## config.mk

```make
export PLATFORM = sky130hd
export DESIGN_NAME = block_ram_port_arbiter
export DESIGN_NICKNAME = d
export VERILOG_FILES = /design/src/rtl/block_ram_port_arbiter.sv
export SDC_FILE = /design/constraint.sdc
export NUM_CORES = 1
export LEC_CHECK = 0
export CAP_MARGIN = 5
export CORE_AREA = 4 4 79 81
export DETAILED_ROUTE_END_ITERATION = 10
export DIE_AREA = 0 0 83 85
export GPL_TIMING_DRIVEN = 1
export PLACE_DENSITY = 0.78
export SYNTH_ARGS = -nofsm -noshare
export SYNTH_HDL_FRONTEND = slang
export SYNTH_SLANG_ARGS = --single-unit
```

## constraint.sdc

```tcl
create_clock -name clk -period 1.4 [get_ports clk]
set_input_delay 0.21 -clock clk [delete_from_list [all_inputs] [get_ports clk]]
set_output_delay 0.21 -clock clk [all_outputs]
set_load 0.01 [all_outputs]
```

## src/rtl/block_ram_port_arbiter.sv

```systemverilog
// Purpose : round-robin arbiter sharing one single-port block RAM (1-cycle registered read) among N_REQ requesters.
// Latency : RAM strobe 1 cycle after accept; read response 3 cycles after accept; re-accept after 2 (write) / 4 (read) cycles.
// Backpressure: req_ready is held low while an access is in flight; the read response cannot be stalled.
//
// Ports
//   clk, rst_n            : single rising-edge clock, synchronous active-low reset
//   req_valid/req_write   : per-requester request valid and write flag (1=WRITE, 0=READ)
//   req_addr/req_wdata    : packed per-requester address / write data, requester i at [i*W +: W]
//   req_ready             : one-hot accept, combinational in IDLE
//   rsp_valid/rsp_rdata   : one-hot single-cycle read response and its data word
//   ram_en/ram_we         : RAM strobes, high only during the ISSUE cycle
//   ram_addr/ram_wdata    : RAM address / write data, hold their last value outside ISSUE
//   ram_rdata             : RAM read data, valid the cycle after a read strobe
//   busy                  : high whenever the sequencer is not idle
module block_ram_port_arbiter #(
  parameter int DATA_WIDTH = 16,
  parameter int ADDR_WIDTH = 8,
  parameter int N_REQ      = 2
) (
  input  logic                        clk,
  input  logic                        rst_n,
  input  logic [N_REQ-1:0]            req_valid,
  input  logic [N_REQ-1:0]            req_write,
  input  logic [N_REQ*ADDR_WIDTH-1:0] req_addr,
  input  logic [N_REQ*DATA_WIDTH-1:0] req_wdata,
  output logic [N_REQ-1:0]            req_ready,
  output logic [N_REQ-1:0]            rsp_valid,
  output logic [DATA_WIDTH-1:0]       rsp_rdata,
  output logic                        ram_en,
  output logic                        ram_we,
  output logic [ADDR_WIDTH-1:0]       ram_addr,
  output logic [DATA_WIDTH-1:0]       ram_wdata,
  input  logic [DATA_WIDTH-1:0]       ram_rdata,
  output logic                        busy
);

  localparam int IDX_W = $clog2(N_REQ);

  typedef enum logic [1:0] {
    S_IDLE    = 2'd0,
    S_ISSUE   = 2'd1,
    S_RD_WAIT = 2'd2,
    S_RD_RSP  = 2'd3
  } state_t;

  state_t r_state;
  state_t w_state_nxt;

  // Arbitration
  logic [IDX_W-1:0]   r_ptr;
  logic [IDX_W-1:0]   w_grant_idx;
  logic [IDX_W-1:0]   w_ptr_nxt;
  logic               w_grant_found;
  logic [2*N_REQ-1:0] w_valid_dbl;
  logic [2*N_REQ-1:0] w_valid_rot;
  logic [N_REQ-1:0]   w_ready;
  logic               w_accept;

  // Selected request fields of the granted requester
  logic [ADDR_WIDTH-1:0] w_sel_addr;
  logic [DATA_WIDTH-1:0] w_sel_wdata;
  logic                  w_sel_write;

  // Latched in-flight access
  logic [IDX_W-1:0]   r_grant;
  logic               r_wr;
  logic [N_REQ-1:0]   w_grant_onehot;
  logic               w_capture;

  // Registered outputs
  logic                  r_ram_en;
  logic                  r_ram_we;
  logic [ADDR_WIDTH-1:0] r_ram_addr;
  logic [DATA_WIDTH-1:0] r_ram_wdata;
  logic [N_REQ-1:0]      r_rsp_valid;
  logic [DATA_WIDTH-1:0] r_rsp_rdata;

  // ---------------------------------------------------------------------------
  // Round-robin search: rotate the valid vector so the pointer lands on bit 0,
  // take the lowest set bit, then rotate the offset back into a requester index.
  // ---------------------------------------------------------------------------
  assign w_valid_dbl = {req_valid, req_valid};
  assign w_valid_rot = w_valid_dbl >> r_ptr;

  always_comb begin
    int v_off;
    int v_sum;
    v_off         = 0;
    v_sum         = 0;
    w_grant_found = 1'b0;
    w_grant_idx   = '0;
    for (int k = 0; k < N_REQ; k++) begin
      if (!w_grant_found && w_valid_rot[k]) begin
        w_grant_found = 1'b1;
        v_off         = k;
      end
    end
    v_sum = int'(r_ptr) + v_off;
    if (v_sum >= N_REQ) begin
      v_sum = v_sum - N_REQ;
    end
    w_grant_idx = IDX_W'(v_sum);
  end

  // Granted requester becomes lowest priority on the next search.
  assign w_ptr_nxt = (w_grant_idx == IDX_W'(N_REQ - 1)) ? '0 : (w_grant_idx + IDX_W'(1));

  // Field mux and one-hot ready; ready is only offered while idle.
  always_comb begin
    w_sel_addr  = '0;
    w_sel_wdata = '0;
    w_sel_write = 1'b0;
    w_ready     = '0;
    for (int i = 0; i < N_REQ; i++) begin
      if (w_grant_idx == IDX_W'(i)) begin
        w_sel_addr  = req_addr[i*ADDR_WIDTH +: ADDR_WIDTH];
        w_sel_wdata = req_wdata[i*DATA_WIDTH +: DATA_WIDTH];
        w_sel_write = req_write[i];
        w_ready[i]  = w_grant_found && (r_state == S_IDLE);
      end
    end
  end

  assign w_accept = |(req_valid & w_ready);

  always_comb begin
    w_grant_onehot = '0;
    for (int i = 0; i < N_REQ; i++) begin
      if (r_grant == IDX_W'(i)) begin
        w_grant_onehot[i] = 1'b1;
      end
    end
  end

  // ---------------------------------------------------------------------------
  // Sequencer FSM
  // ---------------------------------------------------------------------------
  always_ff @(posedge clk) begin
    if (!rst_n) begin
      r_state <= S_IDLE;
    end else begin
      r_state <= w_state_nxt;
    end
  end

  always_comb begin
    w_state_nxt = r_state;
    w_capture   = 1'b0;
    case (r_state)
      S_IDLE: begin
        if (w_accept) begin
          w_state_nxt = S_ISSUE;
        end
      end
      S_ISSUE: begin
        w_state_nxt = r_wr ? S_IDLE : S_RD_WAIT;
      end
      S_RD_WAIT: begin
        // RAM output register holds the word this cycle.
        w_capture   = 1'b1;
        w_state_nxt = S_RD_RSP;
      end
      S_RD_RSP: begin
        w_state_nxt = S_IDLE;
      end
      default: begin
        w_state_nxt = S_IDLE;
      end
    endcase
  end

  // ---------------------------------------------------------------------------
  // Request latch and registered outputs. Strobes default low every cycle so
  // they are high only in the cycle following the accept (the ISSUE cycle);
  // address/data registers are only loaded on accept and therefore hold.
  // Synchronous reset abandons any in-flight access and its pending strobe.
  // ---------------------------------------------------------------------------
  always_ff @(posedge clk) begin
    if (!rst_n) begin
      r_ptr       <= '0;
      r_grant     <= '0;
      r_wr        <= 1'b0;
      r_ram_en    <= 1'b0;
      r_ram_we    <= 1'b0;
      r_ram_addr  <= '0;
      r_ram_wdata <= '0;
      r_rsp_valid <= '0;
      r_rsp_rdata <= '0;
    end else begin
      r_ram_en    <= 1'b0;
      r_ram_we    <= 1'b0;
      r_rsp_valid <= '0;
      if (w_accept) begin
        r_grant     <= w_grant_idx;
        r_wr        <= w_sel_write;
        r_ptr       <= w_ptr_nxt;
        r_ram_en    <= 1'b1;
        r_ram_we    <= w_sel_write;
        r_ram_addr  <= w_sel_addr;
        r_ram_wdata <= w_sel_wdata;
      end
      if (w_capture) begin
        r_rsp_rdata <= ram_rdata;
        r_rsp_valid <= w_grant_onehot;
      end
    end
  end

  assign req_ready = w_ready;
  assign rsp_valid = r_rsp_valid;
  assign rsp_rdata = r_rsp_rdata;
  assign ram_en    = r_ram_en;
  assign ram_we    = r_ram_we;
  assign ram_addr  = r_ram_addr;
  assign ram_wdata = r_ram_wdata;
  assign busy      = (r_state != S_IDLE);

endmodule

```

Word-level counts from Yosys, hierarchy flattened --
Cells that the tools add are included.
Storage, ports and cells: input bits 70, word-level logic and storage cells 45, flip-flop bits (word level) 49
Cells by class: equality and inequality tests 4, bitwise gates (word level) 1, order comparisons 1, shifts and indexed selects 1, $add $sub $neg 3, multiplexer cells 17, reductions and logical operators 8
Operators with widths (count):
- 16-bit two-way mux | 1
- 1-bit two-way mux | 12
- 8-bit two-way mux | 1
- 2-bit one-hot mux with 4 select lines | 1
- 2-bit equality test (second input constant) | 2
- 2-bit two-way mux | 2
- 2-bit AND reduction | 2
- 4-bit by 1-bit >> shifter with 2-bit output | 1
- 1-bit by 1-bit adder with 2-bit output | 1
- 2-bit bitwise AND | 1
- 2-bit by 1-bit equality test with 1-bit output (second input constant) | 1
- 2-bit greater-or-equal comparator (second input constant) | 1
- 1-bit logical AND | 2
- 2-bit logical NOT | 1
- 2-bit inequality test (second input constant) | 1
- 2-bit nonzero test | 1
- 2-bit OR reduction | 1
- 1-bit adder (second input constant) | 1
- 1-bit logical NOT | 1
- 1-bit subtractor (second input constant) | 1

Logic depth before layout (Yosys ltp) --
Gate-level depths: netlist of the first run.
word-level depth 13, depth in mapped cells 6

Least setup slack after synthesis of the first run --
No wires, ideal clock.
path kind reg2out, start reg with a tool-made name, end out req_ready[1], required time 1190 ps, slack 90 ps, path buffers 2, arrival 1100 ps, stages on the path, launching flop included 5, path through dfxtp_1 -> buf_4 -> nor3b_4 -> buf_6 -> and2_1
RTL lines:
- end: declaration | RTL line 26 | output logic [N_REQ-1:0] req_ready,

Worst setup path in the final report of the first run --
start reg r_rsp_rdata[8], in the netlist rsp_rdata[8], end out rsp_rdata[8]
RTL lines:
- start: declaration | RTL line 76 | logic [DATA_WIDTH-1:0] r_rsp_rdata;
- start signal: assignment | RTL line 203 | r_rsp_rdata <= ram_rdata;
- end: declaration | RTL line 28 | output logic [DATA_WIDTH-1:0] rsp_rdata,
No word-level cell between the ends.

==> results.sh, run 1 <==
export IMPL_status="completed"
export IMPL_fin_skew_ps=8.03
export IMPL_syn_inst=252
export IMPL_hp_class="flip-flop to flip-flop"
export IMPL_cts_tree="yes"
export IMPL_diodes=0
export IMPL_grt_pass1_wl_um=10300
export IMPL_ir_drop_mv=0.535
export IMPL_crit_required_ps=1190
export IMPL_fin_nets=444
export IMPL_cts_reportedPaths_clkPinSlew_ps=90
export IMPL_synth_avg_cell_area_um2=8.15
export IMPL_hold_violations=0
export IMPL_initial_core_util=0.375
export IMPL_routed_wl_um=6520
export IMPL_async_flop_share=0
export IMPL_slew_headroom=0.803
export IMPL_seq_area_frac_synth=0.477
export IMPL_antenna_left=0
export IMPL_setup_viol=0
export IMPL_crit_path_max_incr_delay_ps=530
export IMPL_ys_warn_count=0
export IMPL_cp_buffers_inverters=1
export IMPL_holdWs_ps=451
export IMPL_p_per_area_mw_per_mm2=999
export IMPL_rr_endpoint="ram_we$_SDFF_PN0_"
export IMPL_die_x_um=83
export IMPL_fin_setup_tns_ps=0
export IMPL_critPathArrivalTime_ps=1160
export IMPL_num_rows=27
export IMPL_yosysUniqueCellTypes=27
export IMPL_portBuffers=116
export IMPL_end_kind="output pin"
export IMPL_area_growth_pct=71.1
export IMPL_die_area_mm2=0.00706
export IMPL_grt_max_degree=26
export IMPL_die_h_um=85
export IMPL_clkSinkCount=49
export IMPL_cp_top_family="buffers and inverters"
export IMPL_path_depth=1
export IMPL_synth_seq_cells=49
export IMPL_synth_cell_area_mm2=0.00205
export IMPL_numCtsBuffers=5
export IMPL_min_period_over_period=0.978
export IMPL_gp_congestion=0.771
export IMPL_vias=2260
export IMPL_critPathMaxFanout=2
export IMPL_fmax_mhz=730
export IMPL_synth_edf_count=0
export IMPL_remaining_drc_errors=0
export IMPL_grt_usage=0.176
export IMPL_cts_max_level=2
export IMPL_coreArea_mm2=0.00547
export IMPL_start_kind="flip-flop"
export IMPL_yosys_most_used_dff="dfxtp_1"
export IMPL_p_leak_nw=1.70
export IMPL_dp_worst_setup_slack_ps=-458
export IMPL_crit_end="rsp_rdata[8]"
export IMPL_syn_nets=322
export IMPL_worstSkewPairLatency_ps=300
export IMPL_drive_above_1_share=0.115
export IMPL_max_clock_path_buffers=2
export IMPL_overflow=0
export IMPL_rrSetupSlack_ps=90
export IMPL_dpl_hpwl_um=4670
export IMPL_post_route_min_period_ps=1370
export IMPL_antenna_found_initial=0
export IMPL_critPathSlowestCell="clkdlybuf4s50_1"
export IMPL_grt_pass1_vias=2277
export IMPL_wl_per_cell_um=14.6
export IMPL_num_io_pins=117
export IMPL_drv_slew=0
export IMPL_drtPass1Iterations=4
export IMPL_cts_root_buffer="clkbuf_8"
export IMPL_cap_violations=0
export IMPL_path_class="flip-flop to output pin"
export IMPL_setup_slack_ps=30.6
export IMPL_drtIter0Drc=80
export IMPL_startpoint="rsp_rdata[8]$_SDFFE_PN0P_"
export IMPL_vias_per_cell=5.06
export IMPL_tightestPinTransition_ps=295
export IMPL_crit_chain="clkdlybuf4s50_1"
export IMPL_p_total_w=0.00351
export IMPL_r2r_cells=6
## worst min path at each step
stage                         startpoint                          to  slack [ps]  depth (start not counted)
detailed placement  r_grant$_SDFFE_PN0P_     rsp_valid[0]$_SDFF_PN0_         440                          1
global route               ram_rdata[10]  rsp_rdata[10]$_SDFFE_PN0P_         460                          3
CTS                        ram_rdata[11]  rsp_rdata[11]$_SDFFE_PN0P_         450                          3
global placement    r_grant$_SDFFE_PN0P_     rsp_valid[0]$_SDFF_PN0_         440                          1
floorplan                   ram_rdata[0]   rsp_rdata[0]$_SDFFE_PN0P_         350                          2
finish              r_grant$_SDFFE_PN0P_     rsp_valid[0]$_SDFF_PN0_         450                          1
## final cells by class
cell class | count | area [um2]
clock inverters | 2 | 37.5
multi-input cells | 177 | 940
fillers | 499 | 1960
inverters | 2 | 7.51
well taps | 72 | 90.1
clock buffers | 6 | 82.6
repair buffers | 139 | 1370
flip-flops and latches | 49 | 988
## through the flow
step                cell area (um2)  utilization  cells
finish                         3510        0.642    447
global route                   3510        0.642    447
CTS                            3440        0.628    446
detailed placement             3340        0.610    438
global placement               3340        0.610    438
floorplan                      2050            -    252
## flip-flops by register name (all words and copies together) (netlist names), named ones only
name,count
r_ptr,1
r_wr,1
rsp_rdata,16
ram_en,1
rsp_valid,2
ram_we,1
r_grant,1
r_state,1
ram_wdata,16
ram_addr,8
## layout by cell type (no fill, tap or decap), types with 2 or more instances in the layout
cell / n
clkdlybuf4s50_1: 74
nand3_1: 48
dfxtp_1: 47
nand2_1: 33
a31oi_1: 25
o21ai_0: 24
dlymetal6s2s_1: 23
buf_4: 23
a21oi_1: 19
dlygate4sd2_1: 16
nor2_1: 6
clkbuf_8: 6
nand2b_1: 4
nor3_1: 4
nor3b_4: 2
nor2b_1: 2
dfxtp_4: 2
buf_6: 2
## cells by family (layout without fill, tap and decap cells)
kind of cell,Yosys count,count (layout),share of synthesized area
flip-flops,49,49,0.477
AND/OR/NAND/NOR,105,105,0.254
buffers and inverters,26,149,0.0688
multiplexers,1,1,0.00487
AO/OA/AOI/OAI,71,71,0.195
## power by group
part	switching, W	leakage, nW	internal [W]	total (W)
clock network	0.000468	0.0574	0.000581	0.00105
registers	0.0000572	0.403	0.00151	0.00156
logic	0.000412	1.24	0.000487	0.000899
## cell usage after synthesis, types with 2 or more instances
master	n	area, um2
dfxtp_1	49	981
nand3_1	48	240
nand2_1	33	124
a31oi_1	25	156
o21ai_0	24	120
a21oi_1	19	95.1
clkbuf_1	10	37.5
buf_2	8	40.0
nor2_1	6	22.5
buf_6	4	45.0
nand2b_1	4	25.0
nor3_1	4	20.0
and2_1	2	12.5
nor2b_1	2	12.5
nor3b_4	2	37.5
## layer usage
layer / up-vias / share of wire / global-route usage
met5: - / 0 / 0
met2: 94 / 0.48 / 0.309
met4: 0 / 0.016 / 0.0609
met1: 1025 / 0.43 / 0.200
li1: 1133 / - / -
met3: 8 / 0.080 / 0.0602
## timing repair
item	CTS	global route
hold buffers	0	0
endpoints found under the hold margin	0	0
pin swaps	1	3
setup endpoints to repair	18	25
gates resized for setup	34	26
buffers inserted	0	1
## worst reg2reg max path, delay by kind of cell, from the launching register on
kind / cells / cell delay [ps]
DFF: 1 / 380
buffers and inverters: 3 / 370
and+or+nand+nor: 2 / 330
AOI/OAI and AO/OA: 1 / 170
No activity file was read; power rests on OpenSTA's default activity.
==> run 2, diff against run 1 <==
--- a/config.mk
+++ b/config.mk
@@ -5,6 +5,7 @@
 export SDC_FILE = /design/constraint.sdc
 export NUM_CORES = 1
 export LEC_CHECK = 0
+export ABC_AREA = 0
 export CAP_MARGIN = 5
 export CORE_AREA = 4 4 79 81
 export DETAILED_ROUTE_END_ITERATION = 10
==> results of run 2 <==
No change in the layout: final DEF, timing and power equal those of run 1.
==> run 3, diff against run 2 <==
--- a/config.mk
+++ b/config.mk
@@ -6,8 +6,9 @@
 export NUM_CORES = 1
 export LEC_CHECK = 0
 export ABC_AREA = 0
-export CAP_MARGIN = 5
+export CAP_MARGIN = 20
 export CORE_AREA = 4 4 79 81
+export CTS_CLUSTER_SIZE = 40
 export DETAILED_ROUTE_END_ITERATION = 10
 export DIE_AREA = 0 0 83 85
 export GPL_TIMING_DRIVEN = 1
==> results of run 3 <==
No change in the layout: final DEF, timing and power equal those of run 1.
